<file path="config.mk">
export PLATFORM = sky130hd
export DESIGN_NAME = pipeline_hazard_sequencer_flat
export DESIGN_NICKNAME = d
export VERILOG_FILES = /design/src/rtl/pipeline_hazard_sequencer_pkg.sv /design/src/rtl/pipeline_hazard_sequencer_if.sv /design/src/rtl/pipeline_hazard_sequencer_sat_counter.sv /design/src/rtl/pipeline_hazard_sequencer.sv /design/src/flat_wrapper.sv
export SDC_FILE = /design/constraint.sdc
export NUM_CORES = 1
export LEC_CHECK = 0
export CAP_MARGIN = 20
export CORE_UTILIZATION = 46
export CTS_CLUSTER_DIAMETER = 100
export DETAILED_ROUTE_END_ITERATION = 7
export PLACE_DENSITY = 0.8
export SLEW_MARGIN = 10
export SYNTH_ARGS = -nofsm -noshare
export SYNTH_HDL_FRONTEND = slang
export SYNTH_SLANG_ARGS = --single-unit
</file>
<file path="constraint.sdc">
create_clock -name Clock -period 2.05 [get_ports Clock]
set_clock_uncertainty 0.05 [all_clocks]
set_input_delay 0.41 -clock Clock [delete_from_list [all_inputs] [get_ports Clock]]
set_output_delay 0.41 -clock Clock [all_outputs]
set_load 0.03 [all_outputs]
</file>
<file path="src/rtl/pipeline_hazard_sequencer_pkg.sv">
// Shared definitions for the pipeline stall/flush sequencer: FSM encodings and
// register constants.
package pipeline_ctrl_pkg;

  typedef enum logic [1:0] {
    ST_RUN      = 2'd0,
    ST_FLUSH    = 2'd1,
    ST_LU_STALL = 2'd2,
    ST_MEM_WAIT = 2'd3
  } state_e;

  localparam logic [4:0] REG_ZERO = 5'd0;

  function automatic int max2(input int a, input int b);
    return (a > b) ? a : b;
  endfunction

endpackage

</file>
<file path="src/rtl/pipeline_hazard_sequencer_if.sv">
// Hazard request / pipeline control bundle between the datapath (master) and
// the hazard sequencer (slave).
interface pipeline_hazard_sequencer_if #(
  parameter int CNT_W = 16
);
  logic             Jump;
  logic             BNE;
  logic             JR;
  logic [4:0]       ID_Rs;
  logic [4:0]       ID_Rt;
  logic             ID_UsesRt;
  logic             EX_MemoryRead;
  logic [4:0]       EX_Rt;
  logic             MemoryBusy;
  logic             ClearCounters;
  logic             PCWrite;
  logic             IFIDWrite;
  logic             IFFlush;
  logic             IDFlush;
  logic [CNT_W-1:0] StallCount;
  logic [CNT_W-1:0] FlushCount;

  modport master (
    output Jump, BNE, JR, ID_Rs, ID_Rt, ID_UsesRt, EX_MemoryRead, EX_Rt,
           MemoryBusy, ClearCounters,
    input  PCWrite, IFIDWrite, IFFlush, IDFlush, StallCount, FlushCount
  );

  modport slave (
    input  Jump, BNE, JR, ID_Rs, ID_Rt, ID_UsesRt, EX_MemoryRead, EX_Rt,
           MemoryBusy, ClearCounters,
    output PCWrite, IFIDWrite, IFFlush, IDFlush, StallCount, FlushCount
  );
endinterface

</file>
<file path="src/rtl/pipeline_hazard_sequencer_sat_counter.sv">
// Saturating event counter with synchronous clear; clear wins over increment
// and the count holds at all-ones instead of wrapping.
module sat_counter #(
  parameter int CNT_W = 16
) (
  input  logic             Clock,
  input  logic             Reset,
  input  logic             inc_i,
  input  logic             clr_i,
  output logic [CNT_W-1:0] count_o
);

  logic [CNT_W-1:0] cnt_q, cnt_d;

  always_comb begin
    cnt_d = cnt_q;
    if (clr_i) begin
      cnt_d = '0;
    end else if (inc_i && (cnt_q != '1)) begin
      cnt_d = cnt_q + CNT_W'(1);
    end
  end

  always_ff @(posedge Clock) begin
    if (!Reset) begin
      cnt_q <= '0;
    end else begin
      cnt_q <= cnt_d;
    end
  end

  assign count_o = cnt_q;

endmodule

</file>
<file path="src/rtl/pipeline_hazard_sequencer.sv">
// Stall/flush sequencer for the 5-stage pipeline: arbitrates memory wait,
// redirects and load-use hazards into PC/IF-ID enables and flush strobes.
//
//  state       | meaning
//  ------------+-----------------------------------------------------------
//  ST_RUN      | normal issue; redirects and load-use hazards evaluated
//  ST_FLUSH    | extra cycles of wrong-path squash after a redirect
//  ST_LU_STALL | extra bubble cycles for a load-use hazard
//  ST_MEM_WAIT | pipeline frozen on data memory; behaves as RUN once ready
module pipeline_hazard_sequencer
  import pipeline_ctrl_pkg::*;
#(
  parameter int FLUSH_CYCLES      = 1,
  parameter int LOAD_STALL_CYCLES = 1,
  parameter int CNT_W             = 16
) (
  input logic                  Clock,
  input logic                  Reset,
  pipeline_hazard_sequencer_if.slave hz
);

  localparam int MAX_SEQ = max2(FLUSH_CYCLES, LOAD_STALL_CYCLES);
  localparam int RW      = $clog2(MAX_SEQ + 1);

  state_e        state_q, state_d;
  logic [RW-1:0] remain_q, remain_d;

  logic redirect, load_use;
  logic pc_we, ifid_we, if_flush, id_flush;
  logic stall_inc, flush_inc;

  assign redirect = hz.Jump | hz.BNE | hz.JR;
  assign load_use = hz.EX_MemoryRead && (hz.EX_Rt != REG_ZERO) &&
                    ((hz.EX_Rt == hz.ID_Rs) || (hz.ID_UsesRt && (hz.EX_Rt == hz.ID_Rt)));

  always_comb begin
    state_d   = state_q;
    remain_d  = remain_q;
    pc_we     = 1'b1;
    ifid_we   = 1'b1;
    if_flush  = 1'b0;
    id_flush  = 1'b0;
    stall_inc = 1'b0;
    flush_inc = 1'b0;

    if (hz.MemoryBusy) begin
      // Freeze everything; the held redirect re-presents once memory is ready.
      pc_we    = 1'b0;
      ifid_we  = 1'b0;
      state_d  = ST_MEM_WAIT;
      remain_d = '0;
    end else begin
      unique case (state_q)
        ST_FLUSH: begin
          if_flush = 1'b1;
          id_flush = 1'b1;
          remain_d = remain_q - RW'(1);
          if (remain_q == RW'(1)) state_d = ST_RUN;
        end
        ST_LU_STALL: begin
          pc_we     = 1'b0;
          ifid_we   = 1'b0;
          id_flush  = 1'b1;
          stall_inc = 1'b1;
          remain_d  = remain_q - RW'(1);
          if (remain_q == RW'(1)) state_d = ST_RUN;
        end
        default: begin
          state_d = ST_RUN;
          if (redirect) begin
            if_flush  = 1'b1;
            id_flush  = hz.BNE | hz.JR;
            flush_inc = 1'b1;
            if (FLUSH_CYCLES > 1) begin
              state_d  = ST_FLUSH;
              remain_d = RW'(FLUSH_CYCLES - 1);
            end
          end else if (load_use) begin
            pc_we     = 1'b0;
            ifid_we   = 1'b0;
            id_flush  = 1'b1;
            stall_inc = 1'b1;
            if (LOAD_STALL_CYCLES > 1) begin
              state_d  = ST_LU_STALL;
              remain_d = RW'(LOAD_STALL_CYCLES - 1);
            end
          end
        end
      endcase
    end
  end

  always_ff @(posedge Clock) begin
    if (!Reset) begin
      state_q  <= ST_RUN;
      remain_q <= '0;
    end else begin
      state_q  <= state_d;
      remain_q <= remain_d;
    end
  end

  assign hz.PCWrite   = Reset & pc_we;
  assign hz.IFIDWrite = Reset & ifid_we;
  assign hz.IFFlush   = ~Reset | if_flush;
  assign hz.IDFlush   = ~Reset | id_flush;

  sat_counter #(.CNT_W(CNT_W)) u_stall_cnt (
    .Clock   (Clock),
    .Reset   (Reset),
    .inc_i   (stall_inc),
    .clr_i   (hz.ClearCounters),
    .count_o (hz.StallCount)
  );

  sat_counter #(.CNT_W(CNT_W)) u_flush_cnt (
    .Clock   (Clock),
    .Reset   (Reset),
    .inc_i   (flush_inc),
    .clr_i   (hz.ClearCounters),
    .count_o (hz.FlushCount)
  );

endmodule
</file>
<file path="src/flat_wrapper.sv">
// flat-port wrapper written by rule: the top's interface ports become plain ports
module pipeline_hazard_sequencer_flat import pipeline_ctrl_pkg::*;
#(
  parameter int FLUSH_CYCLES      = 1,
  parameter int LOAD_STALL_CYCLES = 1,
  parameter int CNT_W             = 16
)
  (Clock, Reset, hz_Jump, hz_BNE, hz_JR, hz_ID_Rs, hz_ID_Rt, hz_ID_UsesRt, hz_EX_MemoryRead, hz_EX_Rt, hz_MemoryBusy, hz_ClearCounters, hz_PCWrite, hz_IFIDWrite, hz_IFFlush, hz_IDFlush, hz_StallCount, hz_FlushCount);
  pipeline_hazard_sequencer_if #(.CNT_W(CNT_W)) hz_i ();
  input logic Clock;
  input logic Reset;
  input wire logic [$bits(hz_i.Jump)-1:0] hz_Jump;
  input wire logic [$bits(hz_i.BNE)-1:0] hz_BNE;
  input wire logic [$bits(hz_i.JR)-1:0] hz_JR;
  input wire logic [$bits(hz_i.ID_Rs)-1:0] hz_ID_Rs;
  input wire logic [$bits(hz_i.ID_Rt)-1:0] hz_ID_Rt;
  input wire logic [$bits(hz_i.ID_UsesRt)-1:0] hz_ID_UsesRt;
  input wire logic [$bits(hz_i.EX_MemoryRead)-1:0] hz_EX_MemoryRead;
  input wire logic [$bits(hz_i.EX_Rt)-1:0] hz_EX_Rt;
  input wire logic [$bits(hz_i.MemoryBusy)-1:0] hz_MemoryBusy;
  input wire logic [$bits(hz_i.ClearCounters)-1:0] hz_ClearCounters;
  output wire logic [$bits(hz_i.PCWrite)-1:0] hz_PCWrite;
  output wire logic [$bits(hz_i.IFIDWrite)-1:0] hz_IFIDWrite;
  output wire logic [$bits(hz_i.IFFlush)-1:0] hz_IFFlush;
  output wire logic [$bits(hz_i.IDFlush)-1:0] hz_IDFlush;
  output wire logic [$bits(hz_i.StallCount)-1:0] hz_StallCount;
  output wire logic [$bits(hz_i.FlushCount)-1:0] hz_FlushCount;
  assign hz_i.Jump = hz_Jump;
  assign hz_i.BNE = hz_BNE;
  assign hz_i.JR = hz_JR;
  assign hz_i.ID_Rs = hz_ID_Rs;
  assign hz_i.ID_Rt = hz_ID_Rt;
  assign hz_i.ID_UsesRt = hz_ID_UsesRt;
  assign hz_i.EX_MemoryRead = hz_EX_MemoryRead;
  assign hz_i.EX_Rt = hz_EX_Rt;
  assign hz_i.MemoryBusy = hz_MemoryBusy;
  assign hz_i.ClearCounters = hz_ClearCounters;
  assign hz_PCWrite = hz_i.PCWrite;
  assign hz_IFIDWrite = hz_i.IFIDWrite;
  assign hz_IFFlush = hz_i.IFFlush;
  assign hz_IDFlush = hz_i.IDFlush;
  assign hz_StallCount = hz_i.StallCount;
  assign hz_FlushCount = hz_i.FlushCount;
  pipeline_hazard_sequencer #(.FLUSH_CYCLES(FLUSH_CYCLES), .LOAD_STALL_CYCLES(LOAD_STALL_CYCLES), .CNT_W(CNT_W)) u_core (.Clock(Clock), .Reset(Reset), .hz(hz_i));
endmodule
</file>
# --- After elaboration in Yosys (flattened, before gate mapping) ---
# Index checks and enable logic that the tools add are counted.
totals:
  reg_bits: 35
  in_bits: 24
  output_inout_bits: 36
  elab_cells: 50
op_classes:
  n_addsub: 3
  n_eq_ne: 7
  mux: 19
  n_bitwise: 7
  n_reduce_logical: 10
op_table:
  columns: ["op", "n"]
  rows:
  - ["16-bit by 1-bit adder with 16-bit output (second input constant)", 2]
  - ["16-bit inequality test (second input constant)", 2]
  - ["1-bit two-way mux", 13]
  - ["5-bit == test", 2]
  - ["2-bit two-way mux", 3]
  - ["1-bit one-hot mux with 2 select lines", 3]
  - ["2-bit OR reduction", 3]
  - ["1-bit logical AND", 5]
  - ["1-bit OR", 5]
  - ["5-bit nonzero test", 1]
  - ["3-bit by 1-bit inequality test with 1-bit output (second input constant)", 1]
  - ["2-bit by 1-bit == test with 1-bit output (second input constant)", 1]
  - ["2-bit == test (second input constant)", 1]
  - ["1-bit AND", 1]
  - ["1-bit logical OR", 1]
  - ["1-bit NOT", 1]
  - ["1-bit subtractor (second input constant)", 1]

# --- Depth between registers and ports, before layout ---
logic_depth:
  depth_word: 9
  mapped_depth: 8
  depth_no_buf: 6

# --- Modules after synthesis ---
# A second synthesis with hierarchy kept.
hier_totals:
  cells_unflattened: 207
  area_unflattened_um2: 1931.9
modules_own_cells:
  columns: ["mod", "n_inst", "cells_each", "area_each_um2", "seq_area_each_um2"]
  rows:
  - ["sat_counter", 2, 91, 864.6, 320.3]
  - ["pipeline_hazard_sequencer", 1, 25, 202.7, 0.0]

# --- Worst setup path after synthesis ---
# No wires, ideal clock.
synth_path:
  path_type: "input to output"
  startpoint: "in hz_EX_Rt[0]"
  endpoint: "out hz_PCWrite"
  t_arrival_ns: 2.255
  required_time_ns: 1.590
  slack_ns: -0.665
  cell_stages: 5
  path_buffers: 1
  path_cell_list: "or4_4 > o211ai_1 > nor2_1 > nor3b_1 > buf_4"
synth_via:
  elab_chain_len: 9
  elab_cells_between_ends: 12
  classes_between: "eq/ne: 2; mux: 4; bitwise: 1; reduce/logical: 5"
synth_rtl:
  columns: ["item", "line", "text"]
  rows:
  - ["from (decl)", "flat_wrapper.sv:19", "input wire logic [$bits(hz_i.EX_Rt)-1:0] hz_EX_Rt;"]
  - ["5-bit == test", "pipeline_hazard_sequencer.sv:34", "((hz.EX_Rt == hz.ID_Rs) || (hz.ID_UsesRt && (hz.EX_Rt == hz.ID_Rt)));"]
  - ["1-bit logical AND", "pipeline_hazard_sequencer.sv:34", null]
  - ["1-bit logical OR", "pipeline_hazard_sequencer.sv:34", null]
  - ["1-bit logical AND (*)", "pipeline_hazard_sequencer.sv:33", "assign load_use = hz.EX_MemoryRead && (hz.EX_Rt != REG_ZERO) &&"]
  - ["1-bit two-way mux (*) (2 in series)", null, null]
  - ["1-bit one-hot mux with 2 select lines (*)", null, null]
  - ["1-bit two-way mux (*)", null, null]
  - ["1-bit AND (*)", null, null]
  - ["to (decl)", "flat_wrapper.sv:22", "output wire logic [$bits(hz_i.PCWrite)-1:0] hz_PCWrite;"]
# Every way passes the cells marked *; elsewhere a longest branch is shown, timed or not.

# --- Worst setup path after layout ---
layout_path:
  startpoint: "in hz_EX_Rt[4]"
  endpoint: "out hz_PCWrite"
layout_via:
  elab_chain_len: 9
  elab_cells_between_ends: 12
  classes_between: "eq/ne: 2; mux: 4; bitwise: 1; reduce/logical: 5"
layout_rtl:
  columns: ["item", "line", "text"]
  rows:
  - ["5-bit == test", "pipeline_hazard_sequencer.sv:34", null]
  - ["1-bit logical AND", "pipeline_hazard_sequencer.sv:34", null]
  - ["1-bit logical OR", "pipeline_hazard_sequencer.sv:34", null]
  - ["1-bit logical AND (*)", "pipeline_hazard_sequencer.sv:33", null]
  - ["1-bit two-way mux (*)", "pipeline_hazard_sequencer.sv:78", "end else if (load_use) begin"]
  - ["1-bit two-way mux (*)", "pipeline_hazard_sequencer.sv:70", "if (redirect) begin"]
  - ["1-bit one-hot mux with 2 select lines (*)", "pipeline_hazard_sequencer.sv:53", "unique case (state_q)"]
  - ["1-bit two-way mux (*)", "pipeline_hazard_sequencer.sv:46", "if (hz.MemoryBusy) begin"]
  - ["1-bit AND (*)", "pipeline_hazard_sequencer.sv:103", "assign hz.PCWrite = Reset & pc_we;"]
# Marked as above.

==> metrics.sh <==
SLEW_HEADROOM_PCT=79.17
FIN_CELLS=358
TIMING.CRITICAL_PATH.TO_TYPE='output pin'
DETAIL_ROUTE.VIAS_PER_CELL=5.589
PWR_DENSITY_CELL_nW_PER_UM2=466.0
GRT_FIRST_PASS_WIRELENGTH_MM=8.211
NETLIST_AREA_SQ_UM=1833
CTS-ROOT-BUF='clkbuf_8'
SYN_NETS=250
STATUS='finished with violations'
POST-ROUTE-DRC-COUNT=0
YOSYSWARNINGCOUNT=0
SYNTH_TOP_AREA_CELL='dfxtp_1'
DIE_AREA_SQ_UM=4241
HIGHEST_COUNT_CELLS_IN_THE_LAYOUT_IGNORING_FILL_AND_TAPS='clkdlybuf4s50_1, dfxtp_1, buf_4'
FINAL_DESIGN_AREA_NO_FILL_SQ_UM=2789
POST_ROUTE_CELLS_DRIVE_ABOVE_1_SHARE_PCT=20.00
DP.FINAL_HPWL_MM=3.491
DRTPASS1ITERATIONS=4
CLK_PATH_BUF_DEPTH=2
HTREE_NUM_LEVELS=2
FINAL_REPORT_HOLD_VIOLATION_COUNT=0
PLACEDCELLCOUNT=344
WORST-ENDPOINT-ARRIVAL_NS=1.77
GRT_SETUP_UNREPAIRED='true'
POWER.LEAKAGE_nW=0.9382
ANTENNA_VIOLATIONS_BEFORE_REPAIR=0
POSTPLACECELLAREA_SQ_UM=2610
YOSYS_REGISTER_BITS=32
DRT_WL_TOTAL_MM=4.838
MAXIMUM_NUMBER_OF_PINS_ON_ONE_NET_BEFORE_GLOBAL_ROUTE_REPAIR=31
TIMING.HOLD.WORST.CLASS='reg -> reg'
WL_PER_CELL_UM=13.51
STARTING_DENSITY_OF_THE_CORE_PCT=48.96
FIRST_GLOBAL_VIAS=1878
PROPORTION_OF_SYNTHESIZED_CHIP_AREA_IN_SEQUENTIAL_CELLS_PCT=34.95
FP.DIEW_UM=65.13
ANTENNADIODECOUNT=0
DIE-HEIGHT_UM=65.13
LAYOUT_COMMONEST_CELL='clkdlybuf4s50_1'
CONGESTION_OVERFLOW_GR=0
GPL.FINAL_WEIGHTED_CONGESTION=0.8230
MAX_CLOCK_FREQ_GHz=0.4489
TRITONCTS_BUFFER_COUNT=5
TIMING.REG2REG.WORST_PATH_DEPTH=6
POST_SYNTH.CELL_AREA_AVG_SQ_UM=8.183
PLACEABLECOREAREA_SQ_UM=3744
SYNTH_INSTANCES=224
DRT.ANTENNA.VIOLATING_NETS=0
DESIGN.PORTCOUNT=60
CRIT_REQUIRED_NS=1.59
CRITICAL_PATH.STARTPOINT_TYPE='primary input'
PORTBUFS=59
DRV_CAP=0
ROUTE.VIAS.TOTAL=2001
MIN_PERIOD_OVER_PERIOD_PCT=108.7
PEAKVDDDROP_mV=0.4770
CTS_TREE='built'
NUMBER_OF_NETS_IN_THE_LAYOUT=335
FINAL-MAX-SLEW-VIOLATION-COUNT=0
CRIT_TYPE='in -> out'
FINALSETUPVIOLATIONS=3
GLOBALROUTETOTALUTIL_PCT=24.54
SYNTH.TOP_CELLS.BY_AREA='dfxtp_1, xnor2_1, or4_1'
POST-ROUTE-WORST-SETUP-SLACK_NS=-0.1778
CTS.SINK_COUNT=32
FIN_CRIT_NS=2.228
FIRST_ITER_VIOLATIONS=104
STD_CELL_ROWS=22
PATH_MAX_FANOUT=2
YOSYS.CELL_TYPES.COUNT=43
TIGHTESTPINTRANSITION_NS=0.3115
HOLDPATHSTAGES=2
CLK_PIN_SLEW_WORST_PATHS_NS=0.06
CLKLATENCYLATEPIN_NS=0.27
FAILING_CHECKS='setup timing'
SYNTH.TOP_CELL.AREA_SHARE_PCT=34.95
AREAGROWTHSYNTHTOFINISH_PCT=52.15
through the flow:
step / setup slack [ns] / hold slack, ns / TNS, ns / utilization [%] / total power, mW
2_1_floorplan: -0.2047 / 0.5553 / -0.2953 / - / 0.7143
3_3_place_gp: -0.5101 / 0.4280 / -9.679 / 69.72 / 0.8114
3_5_place_dp: -0.5199 / 0.4381 / -10.01 / 69.72 / 0.8136
4_1_cts: -0.1881 / 0.4515 / -0.4568 / 73.23 / 1.309
5_1_grt: -0.2311 / 0.4655 / -0.6754 / 74.50 / 1.354
6_report: -0.1778 / 0.4502 / -0.4069 / 74.50 / 1.300
final timing paths:
kind                                  from                            end  slack, ns
max                            hz_EX_Rt[4]                     hz_PCWrite      -0.18
min          u_core.u_flush_cnt.count_o[3]  u_core.u_flush_cnt.count_o[3]       0.45
max reg2reg  u_core.u_stall_cnt.count_o[0]  u_core.u_stall_cnt.count_o[3]       0.18
min reg2reg  u_core.u_flush_cnt.count_o[3]  u_core.u_flush_cnt.count_o[3]       0.45
Yosys cell counts, drive strengths merged:
cell type  number
a21oi          17
a2bb2oi         1
a211oi          1
o22ai           2
o21ai          10
ha              2
mux2i           2
nand3          15
xor2            2
or2             2
clkbuf          6
nand4          12
buf             5
and4            4
a41oi           1
o22a            1
dfxtp          32
nor4            2
nor3b           2
nand4bb         1
nor3            4
xnor2          14
inv             3
o211ai          3
o31ai           9
nand2b          3
a31o            2
o2111a          1
and3            4
nor2           18
or3             6
or4            14
nor4b           1
nor2b           1
nand2          18
and2            3
report_power, final:
| group | switching (mW) | internal (mW) |
|---|---|---|
| registers | 0.00188 | 0.623 |
| logic | 0.0861 | 0.102 |
| clock network | 0.213 | 0.273 |
| total | 0.301 | 0.999 |
critical path: stages:
cell and delay (ns):
buf_8 0.10, or4_4 0.53, o211ai_1 0.27, nor2_4 0.07, nor3b_4 0.23, buf_6 0.16
routing by layer:
metal | track usage [%] | vias up | part of all wire, %
met5 | 0 | - | 0
met4 | 7.065 | 0 | 0.52
met3 | 6.424 | 2 | 5.7
met2 | 42.19 | 55 | 48
met1 | 30.02 | 934 | 46
li1 | - | 1010 | -
sequential cells by signal (all words and copies together) (netlist names):
signal	flops
u_core.u_stall_cnt.count_o	16
u_core.u_flush_cnt.count_o	16
final cells by class:
type                    instances  area (sq um)
repair buffers                 89         805.8
inverters                       3         11.26
clock buffers                   8         90.09
well taps                      48         60.06
flip-flops and latches         32         641.9
fillers                       316         954.7
multi-input cells             178          1180
kinds of logic after synthesis:
family | after synthesis | share of synthesized area (%)
DFF | 32 | 34.95
muxes | 2 | 1.092
adders and majority gates | 2 | 1.365
AOI/OAI and AO/OA | 48 | 16.45
buffers and inverters | 14 | 4.163
and+or+nand+nor | 110 | 34.33
xor gates and xnor gates | 16 | 7.645
what timing repair did:
item | 4_1_cts | 5_1_grt
gates resized for setup | 41 | 13
hold buffers | 0 | 0
cloned | 0 | 0
pin swaps | 15 | 9
buffers inserted | 6 | 0
endpoints found under the setup margin | 18 | 13
(Power assumes the default switching activity.)
